File: src/rtl/riscv_pkg.sv
// Shared definitions for the RV32I pipeline.
// Holds the default datapath width, reset PC and bubble encoding.
// Also holds the base opcode values and the fetch-state encoding used by if_stage.
package riscv_pkg;

    localparam int          XLEN     = 32;
    localparam logic [31:0] RESET_PC = 32'h0000_0000;
    localparam logic [31:0] NOP_INST = 32'h0000_0013;   // addi x0,x0,0

    localparam logic [6:0] OP_R      = 7'b0110011;
    localparam logic [6:0] OP_I      = 7'b0010011;
    localparam logic [6:0] OP_LOAD   = 7'b0000011;
    localparam logic [6:0] OP_STORE  = 7'b0100011;
    localparam logic [6:0] OP_BRANCH = 7'b1100011;
    localparam logic [6:0] OP_JAL    = 7'b1101111;
    localparam logic [6:0] OP_JALR   = 7'b1100111;
    localparam logic [6:0] OP_LUI    = 7'b0110111;

    typedef enum logic [1:0] {
        ST_IDLE  = 2'd0,
        ST_FETCH = 2'd1,
        ST_DRAIN = 2'd2,
        ST_HOLD  = 2'd3
    } fetch_state_t;

endpackage

File: src/rtl/if_id_reg.sv
// IF/ID pipeline register.
// Ports:
//   clk, rst       clock and synchronous active-high reset
//   load           capture {d_pc, d_inst} as a valid instruction
//   flush          insert a bubble (valid=0, inst=NOP); pc is left unchanged
//   d_pc, d_inst   incoming fetch PC and instruction
//   q_valid, q_pc, q_inst   registered IF/ID contents
// flush takes priority over load. With neither asserted the contents hold.
module if_id_reg #(
    parameter int          XLEN     = 32,
    parameter logic [31:0] NOP_INST = 32'h0000_0013
) (
    input  logic            clk,
    input  logic            rst,
    input  logic            load,
    input  logic            flush,
    input  logic [XLEN-1:0] d_pc,
    input  logic [31:0]     d_inst,
    output logic            q_valid,
    output logic [XLEN-1:0] q_pc,
    output logic [31:0]     q_inst
);

    always_ff @(posedge clk) begin
        if (rst) begin
            q_valid <= 1'b0;
            q_pc    <= '0;
            q_inst  <= NOP_INST;
        end else if (flush) begin
            q_valid <= 1'b0;
            q_inst  <= NOP_INST;
        end else if (load) begin
            q_valid <= 1'b1;
            q_pc    <= d_pc;
            q_inst  <= d_inst;
        end
    end

endmodule

File: src/rtl/if_stage.sv
// Instruction-fetch stage with PC, imem req/ready handshake and IF/ID register.
// Ports:
//   clk, rst                  clock and synchronous active-high reset
//   stall                     hold PC and IF/ID
//   redirect, redirect_pc     EX-stage redirect; redirect_pc[1:0] are ignored
//   imem_req, imem_addr       fetch request and address (stable until imem_ready)
//   imem_ready, imem_rdata    response strobe and instruction data
//   id_valid, id_pc, id_inst  registered IF/ID contents
//   opcode, func3, func7, id_rs1, id_rs2, id_rd   slices of id_inst
//
// state | meaning
// IDLE  | one cycle out of reset, no request
// FETCH | request at pc outstanding; each response advances or redirects
// DRAIN | redirect seen with a request in flight; wait for it, drop it, then jump
// HOLD  | response arrived under stall; parked in skid until stall drops
module if_stage #(
    parameter int              XLEN     = riscv_pkg::XLEN,
    parameter logic [XLEN-1:0] RESET_PC = riscv_pkg::RESET_PC,
    parameter logic [31:0]     NOP_INST = riscv_pkg::NOP_INST
) (
    input  logic            clk,
    input  logic            rst,
    input  logic            stall,
    input  logic            redirect,
    input  logic [XLEN-1:0] redirect_pc,
    output logic            imem_req,
    output logic [XLEN-1:0] imem_addr,
    input  logic            imem_ready,
    input  logic [31:0]     imem_rdata,
    output logic            id_valid,
    output logic [XLEN-1:0] id_pc,
    output logic [31:0]     id_inst,
    output logic [6:0]      opcode,
    output logic [2:0]      func3,
    output logic [6:0]      func7,
    output logic [4:0]      id_rs1,
    output logic [4:0]      id_rs2,
    output logic [4:0]      id_rd
);

    import riscv_pkg::*;

    fetch_state_t    state, state_n;
    logic [XLEN-1:0] pc, pc_n;
    logic [XLEN-1:0] pend_pc, pend_pc_n;
    logic [XLEN-1:0] skid_pc, skid_pc_n;
    logic [31:0]     skid_inst, skid_inst_n;

    logic            ifid_load;
    logic            ifid_flush;
    logic [XLEN-1:0] ifid_pc;
    logic [31:0]     ifid_inst;

    logic [XLEN-1:0] target;
    logic [XLEN-1:0] pc_inc;
    logic            unused_target_lsbs;

    assign target             = {redirect_pc[XLEN-1:2], 2'b00};
    assign unused_target_lsbs = ^redirect_pc[1:0];
    assign pc_inc             = pc + XLEN'(4);

    // pc is not moved while draining, so the in-flight address stays on the bus.
    assign imem_req  = (state == ST_FETCH) || (state == ST_DRAIN);
    assign imem_addr = pc;

    always_ff @(posedge clk) begin
        if (rst) begin
            state     <= ST_IDLE;
            pc        <= RESET_PC;
            pend_pc   <= '0;
            skid_pc   <= '0;
            skid_inst <= NOP_INST;
        end else begin
            state     <= state_n;
            pc        <= pc_n;
            pend_pc   <= pend_pc_n;
            skid_pc   <= skid_pc_n;
            skid_inst <= skid_inst_n;
        end
    end

    always_comb begin
        state_n     = state;
        pc_n        = pc;
        pend_pc_n   = pend_pc;
        skid_pc_n   = skid_pc;
        skid_inst_n = skid_inst;
        ifid_load   = 1'b0;
        ifid_flush  = 1'b0;
        ifid_pc     = pc;
        ifid_inst   = imem_rdata;

        unique case (state)
            ST_IDLE: begin
                state_n = ST_FETCH;
            end

            ST_FETCH: begin
                if (redirect) begin
                    ifid_flush = 1'b1;
                    if (imem_ready) begin
                        pc_n = target;
                    end else begin
                        pend_pc_n = target;
                        state_n   = ST_DRAIN;
                    end
                end else if (imem_ready) begin
                    pc_n = pc_inc;
                    if (stall) begin
                        skid_pc_n   = pc;
                        skid_inst_n = imem_rdata;
                        state_n     = ST_HOLD;
                    end else begin
                        ifid_load = 1'b1;
                    end
                end else if (!stall) begin
                    ifid_flush = 1'b1;
                end
            end

            ST_HOLD: begin
                if (redirect) begin
                    pc_n       = target;
                    ifid_flush = 1'b1;
                    state_n    = ST_FETCH;
                end else if (!stall) begin
                    ifid_load = 1'b1;
                    ifid_pc   = skid_pc;
                    ifid_inst = skid_inst;
                    state_n   = ST_FETCH;
                end
            end

            ST_DRAIN: begin
                ifid_flush = 1'b1;
                if (redirect) begin
                    pend_pc_n = target;
                end
                if (imem_ready) begin
                    pc_n    = redirect ? target : pend_pc;
                    state_n = ST_FETCH;
                end
            end

            default: begin
                state_n = ST_IDLE;
            end
        endcase
    end

    if_id_reg #(
        .XLEN     (XLEN),
        .NOP_INST (NOP_INST)
    ) u_if_id (
        .clk     (clk),
        .rst     (rst),
        .load    (ifid_load),
        .flush   (ifid_flush),
        .d_pc    (ifid_pc),
        .d_inst  (ifid_inst),
        .q_valid (id_valid),
        .q_pc    (id_pc),
        .q_inst  (id_inst)
    );

    assign opcode = id_inst[6:0];
    assign func3  = id_inst[14:12];
    assign func7  = id_inst[31:25];
    assign id_rs1 = id_inst[19:15];
    assign id_rs2 = id_inst[24:20];
    assign id_rd  = id_inst[11:7];

endmodule

File: config.mk
export PLATFORM = sky130hd
export DESIGN_NAME = if_stage
export DESIGN_NICKNAME = d
export VERILOG_FILES = /design/src/rtl/riscv_pkg.sv /design/src/rtl/if_id_reg.sv /design/src/rtl/if_stage.sv
export SDC_FILE = /design/constraint.sdc
export NUM_CORES = 1
export LEC_CHECK = 0
export BUFFER_PORTS_ARGS = -buffer_cell sky130_fd_sc_hd__buf_2
export CAP_MARGIN = 30
export CELL_PAD_IN_SITES_DETAIL_PLACEMENT = 2
export CELL_PAD_IN_SITES_GLOBAL_PLACEMENT = 2
export CORE_MARGIN = 8
export CORE_UTILIZATION = 32
export CTS_CLUSTER_SIZE = 8
export DETAILED_ROUTE_END_ITERATION = 6
export MAX_ROUTING_LAYER = met4
export PLACE_DENSITY = 0.91
export SLEW_MARGIN = 15
export SYNTH_ARGS = -nofsm -noshare
export SYNTH_HDL_FRONTEND = slang
export SYNTH_HIERARCHICAL = 1
export SYNTH_SLANG_ARGS = --single-unit
File: constraint.sdc
create_clock -name clk -period 2.3 [get_ports clk]
set_input_delay 0.115 -clock clk [delete_from_list [all_inputs] [get_ports clk]]
set_output_delay 0.115 -clock clk [all_outputs]
set_load 0.01 [all_outputs]
==> results of run 1 <==
==> state kept, by name, indices dropped and copies added (netlist names) <==
signal,flops
pend_pc,32
u_if_id/q_valid,1
skid_pc,32
u_if_id/q_pc,32
imem_addr,32
state,2
u_if_id/q_inst,32
skid_inst,32
==> cell type report <==
cell class                 instances  area (µm²)
fill                            3242       17500
multi-input combinational        778        4810
sequential                       195        3900
timing repair buffer             313        2130
tap                              390         488
clock buffer                      20         437
clock inverter                    12         100
inverter                           7        26.3
antenna                            4        10.0
==> power by group through the flow <==
stage	combinational [W]	clock [W]	sequential [W]
6_report	0.00196	0.00293	0.00378
5_1_grt	0.00205	0.00309	0.00380
4_1_cts	0.00185	0.00292	0.00375
3_5_place_dp	0.00171	0	0.00382
3_3_place_gp	0.00162	0	0.00379
2_1_floorplan	0.000998	0	0.00382
==> routing by layer <==
layer | global-route usage, % | vias to the layer above | routed length, µm
met4 | 10.8 | 0 | 1460
li1 | - | 4242 | -
met3 | 4.22 | 91 | 2200
met2 | 41.2 | 370 | 22800
met1 | 28.0 | 4978 | 18500
met5 | - | - | 0
==> cell usage after synthesis, types with 5 or more instances <==
cell | n | area (µm²)
nand2_1 | 213 | 800
dfxtp_1 | 195 | 3900
a21oi_1 | 121 | 606
mux2_2 | 63 | 709
nor2_1 | 59 | 221
clkbuf_1 | 47 | 176
nand2b_1 | 36 | 225
o21ai_0 | 34 | 170
buf_4 | 33 | 248
mux2i_1 | 33 | 330
nand4bb_1 | 32 | 360
o21ai_1 | 30 | 150
buf_2 | 20 | 100
nand3_1 | 18 | 90.1
nor3_1 | 13 | 65.1
a22oi_1 | 10 | 75.1
buf_1 | 10 | 37.5
o211ai_1 | 10 | 75.1
and3_1 | 8 | 50.1
a22o_1 | 7 | 61.3
nand4_1 | 7 | 43.8
inv_1 | 6 | 22.5
nor4_1 | 6 | 37.5
a221o_1 | 5 | 50.1
a311oi_1 | 5 | 43.8
a32oi_1 | 5 | 43.8
clkbuf_8 | 5 | 68.8
ha_1 | 5 | 62.6
o22ai_1 | 5 | 31.3
xor2_1 | 5 | 43.8
==> cell families (layout without fill, tap and decap cells) <==
group,count (synthesis),in the layout,share of synthesized area [%]
buffers and inverters,129,352,8.30
adder cells (fa/ha/maj),5,5,0.661
other,0,4,0
XOR/XNOR,7,7,0.648
AND/OR/NAND/NOR,418,418,22.6
flip-flops,195,195,41.2
multiplexers,96,96,11.0
AO/OA/AOI/OAI,252,252,15.6
==> final timing paths <==
path | endpoint | slack, ns | cells after the start
worst max-delay path | imem_addr[31] | -0.03 | 8
worst min-delay path | imem_addr[2] | 0.05 | 2
worst min register to register | skid_pc[27] | 0.46 | 2
worst max register to register | imem_addr[31] | -0.03 | 8
==> repair_timing <==
action / in CTS / in global routing
endpoints found under the setup margin: 1 / 6
gates resized for setup: 1 / 3
hold buffers: 62 / 0
hold endpoints to repair: 62 / 0
pin swaps: 0 / 3
setup buffers: 0 / 3
==> critical path, stage by stage (launching register included) <==
cell and delay [ns]:
dfxtp_1 0.41, inv_1 0.09, ha_1 0.30, o21bai_1 0.24, nand3b_1 0.25, buf_6 0.24, a221o_2 0.36, o211ai_1 0.12
nand3_1 0.16
==> stage by stage <==
stage          setup WS [ns]  cells  hold WS [ns]  setup TNS (ns)
2_1_floorplan          0.269   1102         0.237               0
3_3_place_gp           0.205   1618         0.340               0
3_5_place_dp          0.0439   1618         0.358               0
4_1_cts               0.0602   1712        0.0186               0
5_1_grt              -0.0683   1719        0.0359          -0.232
6_report             -0.0319   1719        0.0510         -0.0617
==> key figures, run 1 <==
Floorplanning
  – Row count: 63
  – Core Region: 0.0294 mm²
  – Starting density of the core: 32.2%
  – Top-level port count: 199
  – Die ar.: 0.0353 mm²
  – DIE WIDTH: 188 µm
  – Die height: 188 µm

Place
  – Area after DPL: 0.0107 mm²
  – Post-DP HPWL: 25.8 mm
  – RD Place Congestion: 0.803
  – IO Port Bufs: 196

Pwr
  – Combinational group share of total power: 22.6%
  – Total power: 0.00867 W
  – Pwr per Cell Area: 728 mW/mm²
  – Clk pwr share: 33.8%
  – Max VDD drop: 679 µV
  – NetSw: 0.00295 W
  – Switching share of total power: 34.1%
  – Internal Power: 0.00572 W
  – Static Leak: 4.66 nW
  – Sequential share of power: 43.6%

Layout
  – Most frequent cells in the layout: nand2_1 (213), dfxtp_1 (195), buf_2 (195), a21oi_1 (120), mux2_2 (63)
  – Fin area: 0.0119 mm²
  – Most common cell after layout, fill and taps aside: nand2_1
  – Final nets: 1,386
  – Final core utilization: 40.5%
  – Layout cells sized above 1: 27.5%
  – Layout area overhead: 25.8%

Route
  – Pre-Repair DR Iteration Count: 5
  – DRC: 0
  – Final antenna-violating net count: 0
  – Via density: 5.63
  – Final WL: 44.9 mm
  – Drt first-iter violations: 677
  – WL/cell: 26.1 µm
  – Vias: 9,681

Synthesis
  – Post-synth EDFFs: 0
  – Synthesized Nets: 1,176
  – Syn_area_per_cell: 8.59 µm²
  – Main synth FF type: dfxtp_1
  – Post-Syn Area: 0.00947 mm²
  – Unique masters post-synth: 69
  – Register area share after synthesis: 41.2%
  – Synth warn: 6
  – Synth async-reset ratio: 0%
  – Cells after synthesis: 1,102
  – Synthesized flop and latch total: 195

Clock network
  – CTS tree: yes
  – Clk Latency, worst-skew pair: 0.45 ns
  – CTS Sinks: 195
  – CTS buffer count: 17
  – CTS Buffer Depth: 2
  – Htree depth: 4
  – CTS root buf: clkbuf_16
  – Clk slew on worst S/H paths: 0.07 ns

Timing
  – # setup viols final: 2
  – Worst-margin pin slew: 0.678 ns
  – Post-Route Skew: 0.0153 ns
  – Final Critical Period: 2.33 ns
  – Rel. slew slack: 54.7%
  – Slew Limit Fails: 0
  – Final period util: 101%
  – Unrepaired setup endpoints after global routing: yes
  – Fmax: 0.429 GHz
  – Final worst slack: -0.0319 ns
  – Final hold violations: 0

Critical path
  – CP endpoint kind: register
  – CP startpoint: state[0]
  – Critical Path RT: 2.59 ns
  – Startpoint Class: register
  – Crit path max fanout: 16
  – RR Startpoint: state[0]
  – Kind of critical path: register to register
  – Worst path arrival time: 2.62 ns

Run status
  – Failing checks: setup timing
  – Status: finished, violations left

Min path
  – Hold path start: rst
  – Worst hold path type: primary input to register

Flow run
  – Max-cap violation count: 0

GRT
  – Grt total ovfl: 0
  – Gr usage total: 24.4%
  – Antenna violations before repair: 4
  – Vias in the first global route: 10,600
  – Largest net degree at the start of global routing: 86
  – First-pass GRT wire length: 65.9 mm
(Power assumes the default switching activity.)
==> run 2: changes to the inputs <==
--- a/config.mk
+++ b/config.mk
@@ -10,11 +10,11 @@
 export CELL_PAD_IN_SITES_DETAIL_PLACEMENT = 2
 export CELL_PAD_IN_SITES_GLOBAL_PLACEMENT = 2
 export CORE_MARGIN = 8
-export CORE_UTILIZATION = 32
+export CORE_UTILIZATION = 35
 export CTS_CLUSTER_SIZE = 8
 export DETAILED_ROUTE_END_ITERATION = 6
 export MAX_ROUTING_LAYER = met4
-export PLACE_DENSITY = 0.91
+export PLACE_DENSITY = 0.95
 export SLEW_MARGIN = 15
 export SYNTH_ARGS = -nofsm -noshare
 export SYNTH_HDL_FRONTEND = slang
==> constraint.sdc (replaced) <==
create_clock -name clk -period 3 [get_ports clk]
set_input_delay 0.15 -clock clk [delete_from_list [all_inputs] [get_ports clk]]
set_output_delay 0.15 -clock clk [all_outputs]
set_load 0.01 [all_outputs]
==> run 2 against run 1 <==
Net effect:
- the flow now finishes without violations
- worst hold slack got worse by 0.018 ns
- critical path depth decreased by 2
- design area decreased by 2.8%
- cell count decreased by 4.7%
- power decreased by 21%
- sequential cell count unchanged
- clock power decreased by 12%
- largest cell class unchanged
==> key figures, run 2 (synthesis gave the netlist of run 1 again) <==
Clock network
  – CTS Sinks: 195
  – CTS buffer count: 17
  – CTS root buf: clkbuf_16
  – Clk Latency, worst-skew pair: 0.46 ns
  – CTS Buffer Depth: 2
  – Post-CTS Setup Repair Bufs: 0
  – CTS tree: yes
  – Clk slew on worst S/H paths: 0.08 ns
  – Htree depth: 4

Critical path
  – Cell family with most CP delay: buffers and inverters
  – Kind of critical path: register to register
  – Startpoint Class: register
  – CP bufs+invs: 1
  – Worst path arrival time: 3.00 ns
  – CP endpoint kind: register
  – Critical Path RT: 3.30 ns
  – Crit-path slowest cell: buf_4
  – Slowest stage delay, CP: 0.60 ns
  – Crit path max fanout: 33
  – Worst-path cell chain: ha_1 > a21oi_1 > nor3_2 > buf_4 > mux2i_1 > nand2_1
  – R2R setup slack: 0.30 ns

Route
  – Drt first-iter violations: 801
  – Met1 wire length: 17.8 mm
  – Met3 WL: 2.61 mm
  – Highest routed layer: met4
  – WL/cell: 27.4 µm
  – Pre-Repair DR Iteration Count: 5
  – Final WL: 45.0 mm
  – Final antenna-violating net count: 0
  – Via density: 5.92
  – Vias: 9,695
  – Met2 WL: 22.9 mm
  – DRC: 0

Timing
  – Slew Limit Fails: 0
  – Fmax: 0.370 GHz
  – Final worst slack: 0.297 ns
  – TNS Setup: 0 ns
  – Worst-margin pin slew: 0.805 ns
  – Final period util: 90.1%
  – # setup viols final: 0
  – Final hold violations: 0
  – Post-Route Skew: 0.0212 ns
  – Rel. slew slack: 46.4%
  – Final Critical Period: 2.70 ns
  – Unrepaired setup endpoints after global routing: no

Pwr
  – Max VDD drop: 458 µV
  – Total power: 0.00688 W
  – Pwr per Cell Area: 594 mW/mm²
  – Static Leak: 4.51 nW

Place
  – RD Place Congestion: 0.818
  – IO Port Bufs: 196
  – Area after DPL: 0.0104 mm²
  – Setup WS pre-CTS: 0.561 ns
  – Post-DP HPWL: 24.1 mm

Layout
  – Layout area overhead: 22.4%
  – Most frequent cells in the layout: nand2_1 (213), dfxtp_1 (195), buf_2 (195), a21oi_1 (120), mux2_2 (63)
  – Final nets: 1,353
  – Fin area: 0.0116 mm²
  – Layout cells sized above 1: 25.9%
  – Most common cell after layout, fill and taps aside: nand2_1

GRT
  – Largest net degree at the start of global routing: 80
  – Gr usage total: 27.1%
  – Vias in the first global route: 10,700
  – First-pass GRT wire length: 67.6 mm
  – Antenna violations before repair: 5
  – Grt total ovfl: 0

Floorplanning
  – Die height: 180 µm
  – Starting density of the core: 35.4%
  – Die ar.: 0.0326 mm²
  – Row count: 60
  – DIE WIDTH: 180 µm
  – Top-level port count: 199
  – Core Region: 0.0267 mm²

Run status
  – Status: finished clean

Flow run
  – Max-cap violation count: 0

Min path
  – Worst hold path type: primary input to register
==> run 2: final timing paths <==
| path | to | cells past startpoint | from |
|---|---|---|---|
| worst max-delay path | u_if_id/q_inst[4] | 6 | state[0] |
| worst min-delay path | skid_inst[3] | 3 | imem_rdata[3] |
| worst max register to register | u_if_id/q_inst[4] | 6 | state[0] |
| worst min register to register | skid_pc[14] | 2 | skid_pc[14] |
==> run 2: power by group <==
part / leakage (nW) / internal [W] / switching, W / total [W]
Combinational: 2.64 / 0.000505 / 0.000857 / 0.00136
Sequential: 1.58 / 0.00272 / 0.000221 / 0.00294
Clock: 0.298 / 0.00135 / 0.00123 / 0.00258
Total: 4.51 / 0.00457 / 0.00231 / 0.00688
==> run 2: routing by layer <==
metal | GRT usage (%) | vias up
li1 | - | 4181
met1 | 30.1 | 4947
met2 | 46.7 | 439
met3 | 5.38 | 128
met4 | 12.0 | 0
met5 | - | -
==> run 2: per-stage QoR <==
| step | hold WS (ns) | utilization (%) | instances |
|---|---|---|---|
| floorplan | 0.272 | - | 1102 |
| CTS | 0.00405 | 43.2 | 1632 |
| detailed placement | 0.392 | 38.8 | 1542 |
| finish | 0.0330 | 43.3 | 1639 |
| global route | 0.0185 | 43.3 | 1639 |
| global placement | 0.377 | 38.8 | 1542 |
==> run 2: what timing repair did <==
item                                    in CTS  in global routing
gates resized for setup                      0                  0
hold buffers                                58                  1
hold endpoints to repair                    58                  1
endpoints found under the setup margin       0                  0
==> run 2: worst min-delay path, stage by stage <==
cell	delay, ns
buf_2	0.11
nand2_1	0.09
a21oi_1	0.08
==> run 2: final cells by class <==
cell class	instances	area (µm²)
Fill cell	2924	15100
Multi-Input combinational cell	778	4800
Sequential cell	195	3900
Timing Repair Buffer	280	1790
Clock buffer	18	429
Tap cell	341	427
Clock inverter	14	191
Inverter	7	26.3
Antenna cell	6	15.0
==> run 3: changes to the inputs <==
--- a/config.mk
+++ b/config.mk
@@ -5,12 +5,13 @@
 export SDC_FILE = /design/constraint.sdc
 export NUM_CORES = 1
 export LEC_CHECK = 0
+export ABC_AREA = 1
 export BUFFER_PORTS_ARGS = -buffer_cell sky130_fd_sc_hd__buf_2
 export CAP_MARGIN = 30
 export CELL_PAD_IN_SITES_DETAIL_PLACEMENT = 2
 export CELL_PAD_IN_SITES_GLOBAL_PLACEMENT = 2
 export CORE_MARGIN = 8
-export CORE_UTILIZATION = 35
+export CORE_UTILIZATION = 32
 export CTS_CLUSTER_SIZE = 8
 export DETAILED_ROUTE_END_ITERATION = 6
 export MAX_ROUTING_LAYER = met4
==> run 3 against run 2 <==
Net effect:
- fmax increased by 11%
- sequential cell count unchanged
- worst setup slack improved by 0.27 ns
- non-clock buffer count decreased by 58
- area after synthesis increased by 12%
- count of clock-buffer cells in the layout increased by 3
==> key figures, run 3 <==
Synthesis
  – Synthesized Nets: 1,701
  – Cells after synthesis: 1,627
  – Synth cell count leaders: nand2_1 (410), nor2_1 (230), a21oi_1 (223)
  – Post-Syn Area: 0.0106 mm²
  – Synthesized flop and latch total: 195
  – Synth warn: 6
  – Count leader, synth: nand2_1
  – Main synth FF type: dfxtp_1
  – Post-synth top area share: 36.7%
  – Unique masters post-synth: 31
  – Syn_area_per_cell: 6.54 µm²
  – Post-synth EDFFs: 0
  – Synth async-reset ratio: 0%
  – Yosys top cell by area: dfxtp_1
  – Synth area leaders: dfxtp_1 (37%), nand2_1 (14%), a21oi_1 (10%), nor2_1 (8.1%), o21ai_0 (7.9%)
  – Register area share after synthesis: 36.7%

Clock network
  – Clk Latency, worst-skew pair: 0.46 ns
  – Post_cts resized: 0
  – CTS buffer count: 17
  – Clk slew on worst S/H paths: 0.07 ns
  – Post-CTS Setup Repair Bufs: 0
  – CTS root buf: clkbuf_16
  – CTS Sinks: 195
  – CTS tree: yes
  – Htree depth: 4
  – CTS Buffer Depth: 2

Pwr
  – Max VDD drop: 448 µV
  – Pwr per Cell Area: 653 mW/mm²
  – NetSw: 0.00313 W
  – Combinational group share of total power: 28.8%
  – Sequential share of power: 40.6%
  – Static Leak: 5.36 nW
  – Clk pwr share: 30.5%
  – Switching share of total power: 39.0%
  – Total power: 0.00803 W
  – Internal Power: 0.00490 W

Critical path
  – CP startpoint: state[0]
  – Crit-path slowest cell: buf_4
  – RR Endpoint: imem_addr[4]
  – Worst path arrival time: 2.82 ns
  – Cell depth of the worst setup path: 11
  – Cell family with most CP delay: buffers and inverters
  – Startpoint Class: register
  – Slowest stage delay, CP: 0.57 ns
  – Kind of critical path: register to register
  – FF-to-FF path depth: 11
  – Critical Path RT: 3.39 ns
  – R2R setup slack: 0.57 ns
  – End of the critical path: imem_addr[4]
  – RR Startpoint: state[0]
  – Crit path max fanout: 62
  – CP bufs+invs: 5
  – Worst-path cell chain: inv_1 > ha_1 > inv_2 > buf_4 > nand2_1 > inv_1 > buf_4 > nand2_1 > a21oi_1 > a21oi_1 > nor2_1
  – CP endpoint kind: register

Route
  – Drt first-iter violations: 582
  – WL/cell: 20.8 µm
  – Pre-Repair DR Iteration Count: 4
  – Final antenna-violating net count: 0
  – Vias: 11,700
  – Via density: 5.38
  – DRC: 0
  – Final WL: 45.5 mm

Layout
  – Layout area overhead: 15.6%
  – Most common cell after layout, fill and taps aside: nand2_1
  – Final nets: 1,803
  – Fin area: 0.0123 mm²
  – Layout cells sized above 1: 16.2%
  – Most frequent cells in the layout: nand2_1 (409), nor2_1 (230), a21oi_1 (222), dfxtp_1 (195), buf_2 (195)
  – # fillers: 4,020
  – Diode count: 0

Floorplanning
  – Die ar.: 0.0394 mm²
  – Row count: 66
  – Core Region: 0.0326 mm²
  – DIE WIDTH: 198 µm
  – Top-level port count: 199
  – Starting density of the core: 32.6%
  – Die height: 198 µm

Timing
  – Final hold violations: 0
  – Rel. slew slack: 46.1%
  – Slew Limit Fails: 0
  – Unrepaired setup endpoints after global routing: no
  – Final period util: 81.0%
  – Fmax: 0.412 GHz
  – Final Critical Period: 2.43 ns
  – # setup viols final: 0
  – Worst-margin pin slew: 0.808 ns
  – Post-Route Skew: 0.0200 ns
  – TNS Setup: 0 ns
  – Final Hold Slack: 0.0116 ns

Min path
  – Worst hold path type: primary input to register

GRT
  – Vias in the first global route: 13,000
  – Gr usage total: 23.5%
  – Grt total ovfl: 0
  – First-pass GRT wire length: 71.9 mm
  – Antenna violations before repair: 0
  – Largest net degree at the start of global routing: 127

Place
  – Post-DP HPWL: 31.8 mm
  – Area after DPL: 0.0116 mm²
  – IO Port Bufs: 196
  – RD Place Congestion: 0.820

Flow run
  – Max-cap violation count: 0

Run status
  – Status: finished clean
==> run 3: power by group through the flow <==
stage | combinational, W | clock (W) | sequential, W
after global routing | 0.00255 | 0.00259 | 0.00330
final | 0.00232 | 0.00245 | 0.00327
after global placement | 0.00207 | 0 | 0.00327
after CTS | 0.00231 | 0.00250 | 0.00326
after detailed placement | 0.00224 | 0 | 0.00330
after floorplan | 0.00139 | 0 | 0.00322
==> run 3: cells by family after synthesis <==
group,synth area share [%]
adders and majority gates,0.588
xor gates and xnor gates,0.247
and+or+nand+nor,27.7
buffers and inverters,10.4
muxes,3.29
AOI/OAI and AO/OA,21.1
DFF,36.7
==> run 3: worst min path at each step <==
stage	start	endpoint	slack, ns	depth (start not counted)
finish	redirect_pc[23]	pend_pc[23]	0.01	3
global route	redirect_pc[31]	pend_pc[31]	0.03	3
CTS	redirect_pc[8]	pend_pc[8]	0.001	3
detailed placement	redirect_pc[20]	pend_pc[20]	0.46	3
global placement	pend_pc[0]	pend_pc[0]	0.45	2
floorplan	rst	u_if_id/q_inst[0]	0.28	2
==> run 3: through the flow <==
step / setup WS [ns] / std cells / util [%]
floorplan: 0.883 / 1627 / -
global placement: 0.671 / 2145 / 35.6
detailed placement: 0.469 / 2146 / 35.7
CTS: 0.478 / 2183 / 37.6
global route: 0.351 / 2184 / 37.7
finish: 0.571 / 2184 / 37.7
==> run 3: per-layer routing <==
layer	vias to the layer above	wire [µm]	global-route usage, %
met2	290	22900	41.0
met3	81	1840	3.82
met1	5899	19700	26.9
li1	5476	-	-
met5	-	0	-
met4	0	1090	8.49
==> run 3: final cells by class <==
cell class | instances | area [µm²] | area share (%)
inverters | 92 | 347 | 2.82
clock inverters | 11 | 154 | 1.25
clock buffers | 21 | 440 | 3.58
multi-input cells | 1201 | 5670 | 46.0
flip-flops and latches | 195 | 3900 | 31.7
repair buffers | 222 | 1240 | 10.1
well taps | 442 | 553 | 4.49
==> run 3: tightest hold or removal path: stages <==
cell and delay [ns]:
buf_2 0.10, a21oi_1 0.06, a21oi_1 0.11
==> run 3: what timing repair did <==
action,4_1_cts,5_1_grt
hold endpoints to repair,6,0
endpoints found under the setup margin,0,0
hold buffers,5,0
